--- config.mk ---
export PLATFORM = sky130hd
export DESIGN_NAME = fetch_unit
export DESIGN_NICKNAME = d
export VERILOG_FILES = /design/src/rtl/fetch_unit_pkg.sv /design/src/rtl/fetch_unit.sv
export SDC_FILE = /design/constraint.sdc
export NUM_CORES = 1
export LEC_CHECK = 0
export ABC_CLOCK_PERIOD_IN_PS = 2800
export BUFFER_PORTS_ARGS = -buffer_cell sky130_fd_sc_hd__clkbuf_2
export CAP_MARGIN = 20
export CELL_PAD_IN_SITES_DETAIL_PLACEMENT = 1
export CELL_PAD_IN_SITES_GLOBAL_PLACEMENT = 1
export CORE_UTILIZATION = 31
export DETAILED_ROUTE_END_ITERATION = 8
export PLACE_DENSITY_LB_ADDON = 0.25
export SLEW_MARGIN = 5
export SYNTH_ARGS = -nofsm -noshare
export SYNTH_HDL_FRONTEND = slang
export SYNTH_SLANG_ARGS = --single-unit
--- constraint.sdc ---
create_clock -name clk -period 2.8 [get_ports clk]
set_clock_uncertainty 0.2 [all_clocks]
set_input_delay 0.42 -clock clk [delete_from_list [all_inputs] [get_ports clk]]
set_output_delay 0.42 -clock clk [all_outputs]
set_load 0.01 [all_outputs]
--- src/rtl/fetch_unit_pkg.sv ---
// Shared constants and state encoding for the instruction-fetch unit.
package fetch_unit_pkg;

    localparam int INSTR_SIZE   = 16;
    localparam int PC_SIZE      = 10;
    localparam int OPCODE_SIZE  = 5;
    localparam int TIMEOUT_DFLT = 15;

    typedef enum logic [1:0] {
        FETCH_IDLE  = 2'd0,
        FETCH_REQ   = 2'd1,
        FETCH_FAULT = 2'd2
    } fetch_state_e;

endpackage

--- src/rtl/fetch_unit.sv ---
// Instruction fetch: owns PC and IR, fetches one instruction per request over a
// req/ack handshake with instruction memory, and presents the opcode field.
module fetch_unit
    import fetch_unit_pkg::*;
#(
    parameter int PC_W    = PC_SIZE,
    parameter int INSTR_W = INSTR_SIZE,
    parameter int TIMEOUT = TIMEOUT_DFLT
) (
    input  logic                   clk,
    input  logic                   rst,
    input  logic                   fetch_req,
    input  logic                   pc_load,
    input  logic [PC_W-1:0]        pc_load_val,
    output logic                   imem_req,
    output logic [PC_W-1:0]        imem_addr,
    input  logic [INSTR_W-1:0]     imem_rdata,
    input  logic                   imem_ack,
    output logic [INSTR_W-1:0]     ir,
    output logic [OPCODE_SIZE-1:0] opcode,
    output logic                   ir_valid,
    output logic                   busy,
    output logic                   fault,
    output logic [PC_W-1:0]        pc
);

    localparam int CNT_W = $clog2(TIMEOUT + 1);

    // Handshake: imem_req rises with REQ entry and stays high, with imem_addr
    // frozen, until the cycle imem_ack is sampled; imem_rdata is taken only then.
    fetch_state_e         state_q, state_d;
    logic [CNT_W-1:0]     cnt_q;
    logic [CNT_W-1:0]     cnt_inc;
    logic                 pending_q;
    logic [PC_W-1:0]      pend_val_q;
    logic                 timeout_hit;

    assign cnt_inc     = cnt_q + 1'b1;
    assign timeout_hit = (cnt_inc == CNT_W'(TIMEOUT));

    always_comb begin
        state_d = state_q;
        unique case (state_q)
            FETCH_IDLE: begin
                if (fetch_req)
                    state_d = FETCH_REQ;
            end
            FETCH_REQ: begin
                if (imem_ack)
                    state_d = FETCH_IDLE;
                else if (timeout_hit)
                    state_d = FETCH_FAULT;
            end
            FETCH_FAULT: state_d = FETCH_FAULT;
            default:     state_d = FETCH_IDLE;
        endcase
    end

    always_ff @(posedge clk) begin
        if (rst)
            state_q <= FETCH_IDLE;
        else
            state_q <= state_d;
    end

    always_ff @(posedge clk) begin
        if (rst) begin
            pc         <= '0;
            ir         <= '0;
            imem_addr  <= '0;
            ir_valid   <= 1'b0;
            cnt_q      <= '0;
            pending_q  <= 1'b0;
            pend_val_q <= '0;
        end else begin
            ir_valid <= 1'b0;
            unique case (state_q)
                FETCH_IDLE: begin
                    if (pc_load)
                        pc <= pc_load_val;
                    if (fetch_req) begin
                        imem_addr <= pc_load ? pc_load_val : pc;
                        cnt_q     <= '0;
                        pending_q <= 1'b0;
                    end
                end
                FETCH_REQ: begin
                    if (imem_ack) begin
                        ir        <= imem_rdata;
                        ir_valid  <= 1'b1;
                        pending_q <= 1'b0;
                        // A load arriving with the ack is the newest target.
                        if (pc_load)
                            pc <= pc_load_val;
                        else if (pending_q)
                            pc <= pend_val_q;
                        else
                            pc <= imem_addr + 1'b1;
                    end else begin
                        cnt_q <= cnt_inc;
                        if (pc_load) begin
                            pend_val_q <= pc_load_val;
                            pending_q  <= 1'b1;
                        end
                    end
                end
                default: ;
            endcase
        end
    end

    assign imem_req = (state_q == FETCH_REQ);
    assign busy     = (state_q == FETCH_REQ);
    assign fault    = (state_q == FETCH_FAULT);
    assign opcode   = ir[INSTR_W-1 -: OPCODE_SIZE];

endmodule

Word-level counts from Yosys, hierarchy flattened. Cells that the tools add are included. Widths: inputs -> output; s select.

Register bits after elaboration: 54. Bits of input ports: 31. Output and inout port bits: 45. Logic and storage cells: 47.

Mux-type cells: 17. Equality and inequality tests: 8. Reduce and logical (&&, ||, !) cells: 10. Bitwise logic cells: 2. Add/subtract/negate cells: 2.

Operator list (number): $mux 10 (4); $pmux 10 s2 (1); $add 10x1->10 const B (1); $reduce_and 3->1 (3); $mux 4 (2); $pmux 4 s2 (1); $reduce_and 2->1 (4); $mux 2 (3); $ne 2x2->1 const B (3); $pmux 2 s3 (1); $add 4x1->4 const B (1); $eq 4x4->1 const B (1); $mux 1 (4); $ne 3x2->1 const B (1); $ne 3x3->1 const B (1); $eq 2x1->1 const B (1); $eq 2x2->1 const B (1); $logic_not 2->1 (1); $not 1->1 (2); $pmux 1 s2 (1); $reduce_bool 2->1 (1); $reduce_or 2->1 (1).

Longest topological paths before layout. Gate-level depths: netlist of the first run.

Word-level depth: 5. Depth in mapped cells: 7.

Least setup slack after synthesis of the first run. Ideal clock, no wire load.

Path type: input port to flip-flop. Start: in pc_load. End: reg pc[9]. Library setup time: 0.091 ns. Required time: 2.509 ns. Stages on the path: 5. Slack: 1.134 ns. Arrival time: 1.375 ns. Path through: clkbuf_1 > clkbuf_1 > nor3_1 > o21ai_0 > a311oi_1.

Word-level cells in the longest chain between the ends: 3. Elaborated cells on any way between the ends: 4. Classes of those cells: mux: 4.

Ends and longest elaborated chain: start, declared (RTL line fetch_unit.sv:13) `input logic pc_load,`; $mux 10 (RTL line fetch_unit.sv:93) `if (pc_load)`; $mux 10 (RTL line fetch_unit.sv:88) `if (imem_ack) begin`; $pmux 10 s2 * (RTL line fetch_unit.sv:77) `unique case (state_q)`; end signal, assigned (RTL line fetch_unit.sv:80) `pc <= pc_load_val;`; end signal, assigned (RTL line fetch_unit.sv:94) `pc <= pc_load_val;`; end signal, assigned (RTL line fetch_unit.sv:96) `pc <= pend_val_q;`; end, declared (RTL line fetch_unit.sv:24) `output logic [PC_W-1:0] pc`.

Every way passes the cells marked *; elsewhere a longest branch is shown, timed or not. The select of a mux whose other input is x is not followed. A chain may end at the register's enable or synchronous reset.

Final worst setup path of the first run.
Start: reg state_q[0]. End: reg pend_val_q[7].

Word-level cells in the longest chain between the ends: 2.

Ends and longest elaborated chain: start, declared (RTL line fetch_unit.sv:31) `fetch_state_e state_q, state_d;`; start signal, assigned (RTL line fetch_unit.sv:63) `state_q <= state_d;`; $eq 2x1->1 (RTL line fetch_unit.sv:77); $reduce_and 3->1 (no source line); end signal, assigned (RTL line fetch_unit.sv:102) `pend_val_q <= pc_load_val;`; end, declared (RTL line fetch_unit.sv:35) `logic [PC_W-1:0] pend_val_q;`.

No other way between the ends.

==> impl_metrics.csv, run 1 <==
group,metric,value,unit
routing,ant_nets,0,
sta,fin_tns_setup,0,ns
layout,fillers,980,
synthesis,ys_async_sr_fraction,0,
routing,drc_errors,0,
layout,fin_area,3050,um2
sta,rsz0062_at_grt,"false",
worst_hold_path,hp-start,"imem_rdata[12]",
critical_path,worst_path_dominant_cell_family,"simple AND/OR/NAND/NOR gates",
critical_path,crit_chain,"or3b_1, nor2_1, nand2_1, a21oi_1",
critical_path,cp.required,2.85,ns
sta,worstMarginPinSlew,0.817,ns
global_routing,grt_use_total,0.180,
routing,wl_per_cell,15.3,um
placed_design,hpwl,5250,um
clock_tree,postCtsSetupRepairBufs,0,
clock_tree,postCtsHoldBufs,0,
global_routing,grt_start_max_net_pins,39,
synthesis,ys.warnings.count,0,
critical_path,crit_path_max_incr_delay,0.67,ns
synthesis,synth-xor-area-share,0.0172,
floorplan,dieArea,8560,um2
critical_path,worst_setup_path_end_kind,"flop",
worst_hold_path,min_path_type,"in2reg",
layout,layout-drive-gt1-share,0.249,
critical_path,cp_slowest_cell,"nor2_1",
floorplan,core-area,7810,um2
power,power,1.64,mW
global_routing,antenna_found_initial,0,
routing,firstDrtPassIters,4,
critical_path,cp_max_fo,11,
floorplan,initial_utilization,0.325,
routing,routed-via-count,2496,
clock_tree,cts_buffer_depth,2,
power,powerDensity,536,nW/um2
synthesis,synth_largest_area_cell,"dfxtp_1",
critical_path,critPathKind,"reg2reg",
layout,diodes,0,
sta,relSlewSlack,0.453,
synthesis,synth_top_family_by_area,"compound AO/OA/AOI/OAI gates",
routing,drt_iter0_markers,92,
sta,fin_crit_sh,0.793,
critical_path,startpoint,"state_q[0]$_SDFFE_PP0P_",
synthesis,yosys.area_share.simple,0.211,
floorplan,die_h,92.5,um
synthesis,synth_fa_ha_area_frac,0.0148,
clock_tree,cts_max_level,2,
clock_tree,post_cts_resized,0,
layout,multi_input_area,1280,um2
run,cap_violations,0,
clock_tree,path_clk_slew,0.11,ns
clock_tree,cts_tree,"yes",
sta,slew_viol_final,0,
sta,fmaxAchievable,450,MHz
power,p_leak,1.25,nW
critical_path,cp_data_arrival_time,2.27,ns
power,irDropWorstVdd,0.000211,V
synthesis,synth_compound_area_frac,0.215,
floorplan,rows,32,
critical_path,crit_buf_inv,0,
synthesis,syn-cell-area,2540,um2
synthesis,synth_edf_count,0,
sta,report.final.setup_viol,0,
sta,finalHoldViolations,0,
clock_tree,cts_sinks,54,
layout,final_cell_mix,"75 x clkbuf_2, 62 x nand2_1, 54 x dfxtp_1",
floorplan,chipWidth,92.5,um
global_routing,grt_pass1_wl,12200,um
placed_design,routabilityCongestion,0.746,
synthesis,synth_cell_types,39,
synthesis,yosys_most_used_dff,"dfxtp_1",
clock_tree,clockRootBuffer,"clkbuf_8",
global_routing,grt.overflow.total,0,
synthesis,synth_seq_cells,54,
placed_design,placed_area,2940,um2
clock_tree,cts_buffers,5,
run_status,outcome,"completed",
floorplan,ioPinCount,76,
synthesis,yosysTopAreaCellShare,0.426,
global_routing,grt_pass1_vias,2486,
layout,area_growth,20.1,%
clock_tree,clock_latency,0.31,ns
critical_path,start_kind,"flop",
synthesis,syn_avg_cell_area,8.03,um2
synthesis,synthMuxAreaShare,0.0473,
sta,fin_crit,2.22,ns
placed_design,io_buffers,75,
layout,nNetsFinal,411,
routing,wl,7360,um
synthesis,synthCells,316,
critical_path,rr_startpoint,"state_q[0]$_SDFFE_PP0P_",
routing,viasPerCell,5.20,
synthesis,syn_nets,350,
synthesis,ys_seq_area_frac,0.426,
synthesis,ys_top_cells_by_area,"dfxtp_1 43%, nand2_1 9.2%, a21oi_1 7.3%",
layout,seqCellArea,1080,um2
layout,layout_commonest_cell,"clkbuf_2",
cells by family (layout without fill, tap and decap cells):
logic type / after synthesis / in the layout
buffers and inverters: 34 / 96
and+or+nand+nor: 121 / 121
AOI/OAI and AO/OA: 87 / 87
xor gates and xnor gates: 5 / 5
DFF: 54 / 54
muxes: 12 / 12
adders and majority gates: 3 / 3
cell usage after synthesis, types with 2 or more instances:
cell,count
nand2_1,62
dfxtp_1,54
a21oi_1,37
nor2_1,26
a211oi_1,17
o21ai_0,13
mux2i_1,12
clkbuf_1,11
nand3_1,10
buf_4,8
inv_1,8
nor3_1,6
a221oi_1,5
a311oi_1,5
buf_2,5
nand2b_1,4
o21a_1,4
ha_1,3
xnor2_1,3
nor3b_2,2
o311ai_0,2
xor2_1,2
power breakdown:
part	internal [mW]	leakage (nW)	total (mW)	switching, mW
Sequential	0.807	0.441	0.854	0.0469
Clock	0.269	0.0585	0.544	0.275
Combinational	0.0998	0.751	0.238	0.138
cell type report:
type / count / share of cell area
Multi-Input combinational cell: 228 / 0.421
Sequential cell: 54 / 0.355
Timing Repair Buffer: 80 / 0.135
Tap cell: 102 / 0.0419
Clock buffer: 5 / 0.0226
Clock inverter: 3 / 0.0144
Inverter: 8 / 0.00985
routing by layer:
metal  track usage  up-vias  part of all wire
li1              -     1217                 -
met1         0.229     1177              0.47
met2         0.296       89              0.45
met3        0.0427       13             0.067
met4        0.0638        0             0.018
met5             0        -                 0
path summary, 6_finish.rpt:
| kind | to | slack [ns] | cells past startpoint |
|---|---|---|---|
| max | pend_val_q[7]$_SDFFE_PP0P_ | 0.58 | 4 |
| min | ir[12]$_SDFFE_PP0P_ | 0.11 | 3 |
| max reg2reg | pend_val_q[7]$_SDFFE_PP0P_ | 0.58 | 4 |
| min reg2reg | pend_val_q[3]$_SDFFE_PP0P_ | 0.26 | 2 |
sequential cells by signal, summed over array words and instances, names as in the netlist:
signal      flops
pend_val_q     10
state_q         2
ir_valid        1
pc             10
ir             16
pending_q       1
imem_addr      10
cnt_q           4
per-stage QoR:
| step | utilization | std cells | setup slack [ns] | hold slack (ns) |
|---|---|---|---|---|
| final | 0.391 | 480 | 0.580 | 0.113 |
| after global routing | 0.391 | 480 | 0.337 | 0.102 |
| after CTS | 0.391 | 480 | 0.560 | 0.103 |
| after detailed placement | 0.376 | 472 | 0.555 | 0.250 |
| after global placement | 0.376 | 472 | 0.609 | 0.241 |
| after floorplan | - | 316 | 1.13 | 0.231 |
tightest hold or removal path, stage by stage:
cell and delay (ns):
clkbuf_2 0.08, nand2_1 0.05, a21oi_1 0.05
Note: power is estimated with default switching activity, not from simulation.
==> run 2, diff against run 1 <==
--- a/config.mk
+++ b/config.mk
@@ -5,7 +5,8 @@
 export SDC_FILE = /design/constraint.sdc
 export NUM_CORES = 1
 export LEC_CHECK = 0
-export ABC_CLOCK_PERIOD_IN_PS = 2800
+export ABC_AREA = 1
+export ABC_CLOCK_PERIOD_IN_PS = 2200
 export BUFFER_PORTS_ARGS = -buffer_cell sky130_fd_sc_hd__clkbuf_2
 export CAP_MARGIN = 20
 export CELL_PAD_IN_SITES_DETAIL_PLACEMENT = 1
==> constraint.sdc (replaced) <==
create_clock -name clk -period 2.2 [get_ports clk]
set_clock_uncertainty 0.2 [all_clocks]
set_input_delay 0.33 -clock clk [delete_from_list [all_inputs] [get_ports clk]]
set_output_delay 0.33 -clock clk [all_outputs]
set_load 0.01 [all_outputs]
==> run 2 against run 1 <==
Final area rose by 0.41%. Register-to-register slack lost 0.12 ns. Power rose by 32%. Non-clock buffer count up 1. Synthesized cell count rose by 13%. Combinational power rose by 54%. Global-route usage rose by 1.2 points. Via count up 3.2%. Die area barely moved. Sequential share of layout area is 0.14 points lower. Critical path type is now reg2out.
==> impl_metrics.csv, run 2 <==
group,metric,value,unit
floorplan,chipWidth,92.5,um
layout,finalNonFillerCells,525,
routing,viasPerCell,4.91,
clock_tree,postCtsSetupRepairBufs,0,
layout,multi_input_area,1210,um2
routing,wl_per_cell,14.8,um
synthesis,synthCells,357,
global_routing,antenna_found_initial,0,
sta,report.final.setup_viol,0,
clock_tree,cts_sinks,54,
synthesis,yosys_most_used_dff,"dfxtp_1",
routing,wl,7790,um
sta,slew_viol_final,0,
global_routing,grt_start_max_net_pins,48,
synthesis,synth_cell_types,32,
layout,layout-drive-gt1-share,0.229,
clock_tree,postCtsHoldBufs,0,
layout,seqCellArea,1080,um2
sta,worstMarginPinSlew,0.510,ns
synthesis,syn_avg_cell_area,7.12,um2
layout,nNetsFinal,456,
worst_hold_path,min_path_type,"in2reg",
floorplan,ioPinCount,76,
layout,largest_register,"ir",
placed_design,routabilityCongestion,0.780,
power,p_leak,1.47,nW
synthesis,synth_largest_area_cell,"dfxtp_1",
routing,firstDrtPassIters,4,
routing,ant_nets,0,
floorplan,rows,32,
synthesis,yosysTopAreaCellShare,0.425,
clock_tree,cts_max_level,2,
global_routing,grt.overflow.total,0,
layout,diodes,0,
sta,fin_crit,1.94,ns
synthesis,syn_nets,391,
sta,fin_crit_sh,0.883,
synthesis,synth_seq_cells,54,
clock_tree,cts_buffer_depth,2,
clock_tree,cts_buffers,5,
synthesis,synth_edf_count,0,
synthesis,ys_async_sr_fraction,0,
clock_tree,clockRootBuffer,"clkbuf_8",
sta,holdWs,0.0252,ns
global_routing,grt_use_total,0.192,
critical_path,start_kind,"flop",
synthesis,syn-cell-area,2540,um2
sta,rsz0062_at_grt,"false",
placed_design,placed_cells,517,
placed_design,io_buffers,75,
sta,relSlewSlack,0.659,
sta,finalHoldViolations,0,
floorplan,initial_utilization,0.324,
critical_path,cp_max_fo,9,
layout,largest_reg_flops,16,
power,irDropWorstVdd,0.000328,V
routing,routed-via-count,2576,
clock_tree,post_cts_resized,0,
power,power,2.15,mW
clock_tree,cts_tree,"yes",
global_routing,grt_pass1_vias,2694,
layout,fillers,1053,
floorplan,core-area,7850,um2
critical_path,worst_setup_path_end_kind,"primary output",
synthesis,synth_common_cells,"76 x nor2_1, 54 x dfxtp_1, 54 x o21ai_0",
floorplan,die_h,92.5,um
floorplan,dieArea,8560,um2
sta,fmaxAchievable,515,MHz
synthesis,ys_top_cells_by_area,"dfxtp_1 43%, nor2_1 11%, o21ai_0 11%",
clock_tree,path_clk_slew,0.10,ns
layout,layout_commonest_cell,"nor2_1",
run,cap_violations,0,
synthesis,ys.warnings.count,0,
synthesis,ys_seq_area_frac,0.425,
critical_path,cp_data_arrival_time,1.41,ns
power,powerDensity,703,nW/um2
routing,drc_errors,0,
global_routing,grt_pass1_wl,12900,um
routing,drt_iter0_markers,87,
sta,fin_tns_setup,0,ns
synthesis,synth.most_common_cell,"nor2_1",
clock_tree,clock_latency,0.32,ns
run_status,outcome,"completed",
layout,area_growth,20.5,%
placed_design,hpwl,5580,um
critical_path,cp.required,1.67,ns
layout,final_cell_mix,"76 x nor2_1, 75 x clkbuf_2, 54 x o21ai_0, 54 x dfxtp_1, 45 x nand2_1",
critical_path,critPathKind,"reg2out",
==> run 2: cell count changes after synthesis, moves of 10 or more <==
| cell | before | now |
|---|---|---|
| mux2i_1 | 12 | 0 |
| a21oi_1 | 37 | 27 |
| o21ai_0 | 13 | 54 |
| nand2_1 | 62 | 45 |
| a211oi_1 | 17 | 0 |
| inv_1 | 8 | 27 |
| nor2_1 | 26 | 76 |
==> run 2: worst max-delay path, cell delays in order, from the launching register on <==
cell	delay [ns]
dfxtp_1	0.46
inv_1	0.08
nor2_2	0.32
clkbuf_2	0.23
==> run 2: worst paths after layout <==
path / cells past startpoint / to / slack [ns] / from
setup reg to reg: 6 / pc[3]$_SDFFE_PP0P_ / 0.46 / state_q[0]$_SDFFE_PP0P_
setup / recovery: 3 / busy / 0.26 / state_q[0]$_SDFFE_PP0P_
hold reg to reg: 2 / pend_val_q[9]$_SDFFE_PP0P_ / 0.27 / pend_val_q[9]$_SDFFE_PP0P_
hold / removal: 3 / ir[1]$_SDFFE_PP0P_ / 0.03 / imem_rdata[1]
==> run 2: stage by stage <==
stage | cell area (um2) | setup slack (ns) | utilization
after floorplan | 2540 | 0.768 | -
after global placement | 2950 | 0.557 | 0.376
after detailed placement | 2950 | 0.474 | 0.376
after CTS | 3060 | 0.229 | 0.390
after global routing | 3060 | 0.160 | 0.390
final | 3060 | 0.257 | 0.390
==> run 2: area by class of cell <==
type / count / share of cell area
Inverter: 29 / 0.0356
Multi-Input combinational cell: 251 / 0.396
Timing Repair Buffer: 81 / 0.137
Clock buffer: 6 / 0.0237
Tap cell: 102 / 0.0417
Sequential cell: 54 / 0.353
Clock inverter: 2 / 0.0123
==> run 2: kinds of logic (layout without fill, tap and decap cells) <==
kind of cell,Yosys count,in the layout,synth area share
buf+inv,52,118,0.0970
fa+ha+maj,3,3,0.0148
flops,54,54,0.425
compound gates,100,100,0.212
simple gates,144,144,0.237
xor+xnor,4,4,0.0138
==> run 2: where the power goes <==
part | internal, mW | switching [mW]
combinational | 0.139 | 0.228
clock | 0.340 | 0.342
sequential | 1.04 | 0.0620
total | 1.52 | 0.632
==> run 2: metal layers <==
metal,vias up,routed length (um),global-route usage
li1,1289,-,-
met1,1197,3520,0.232
met2,76,3660,0.328
met3,14,452,0.0419
met4,0,159,0.0807
met5,-,0,0
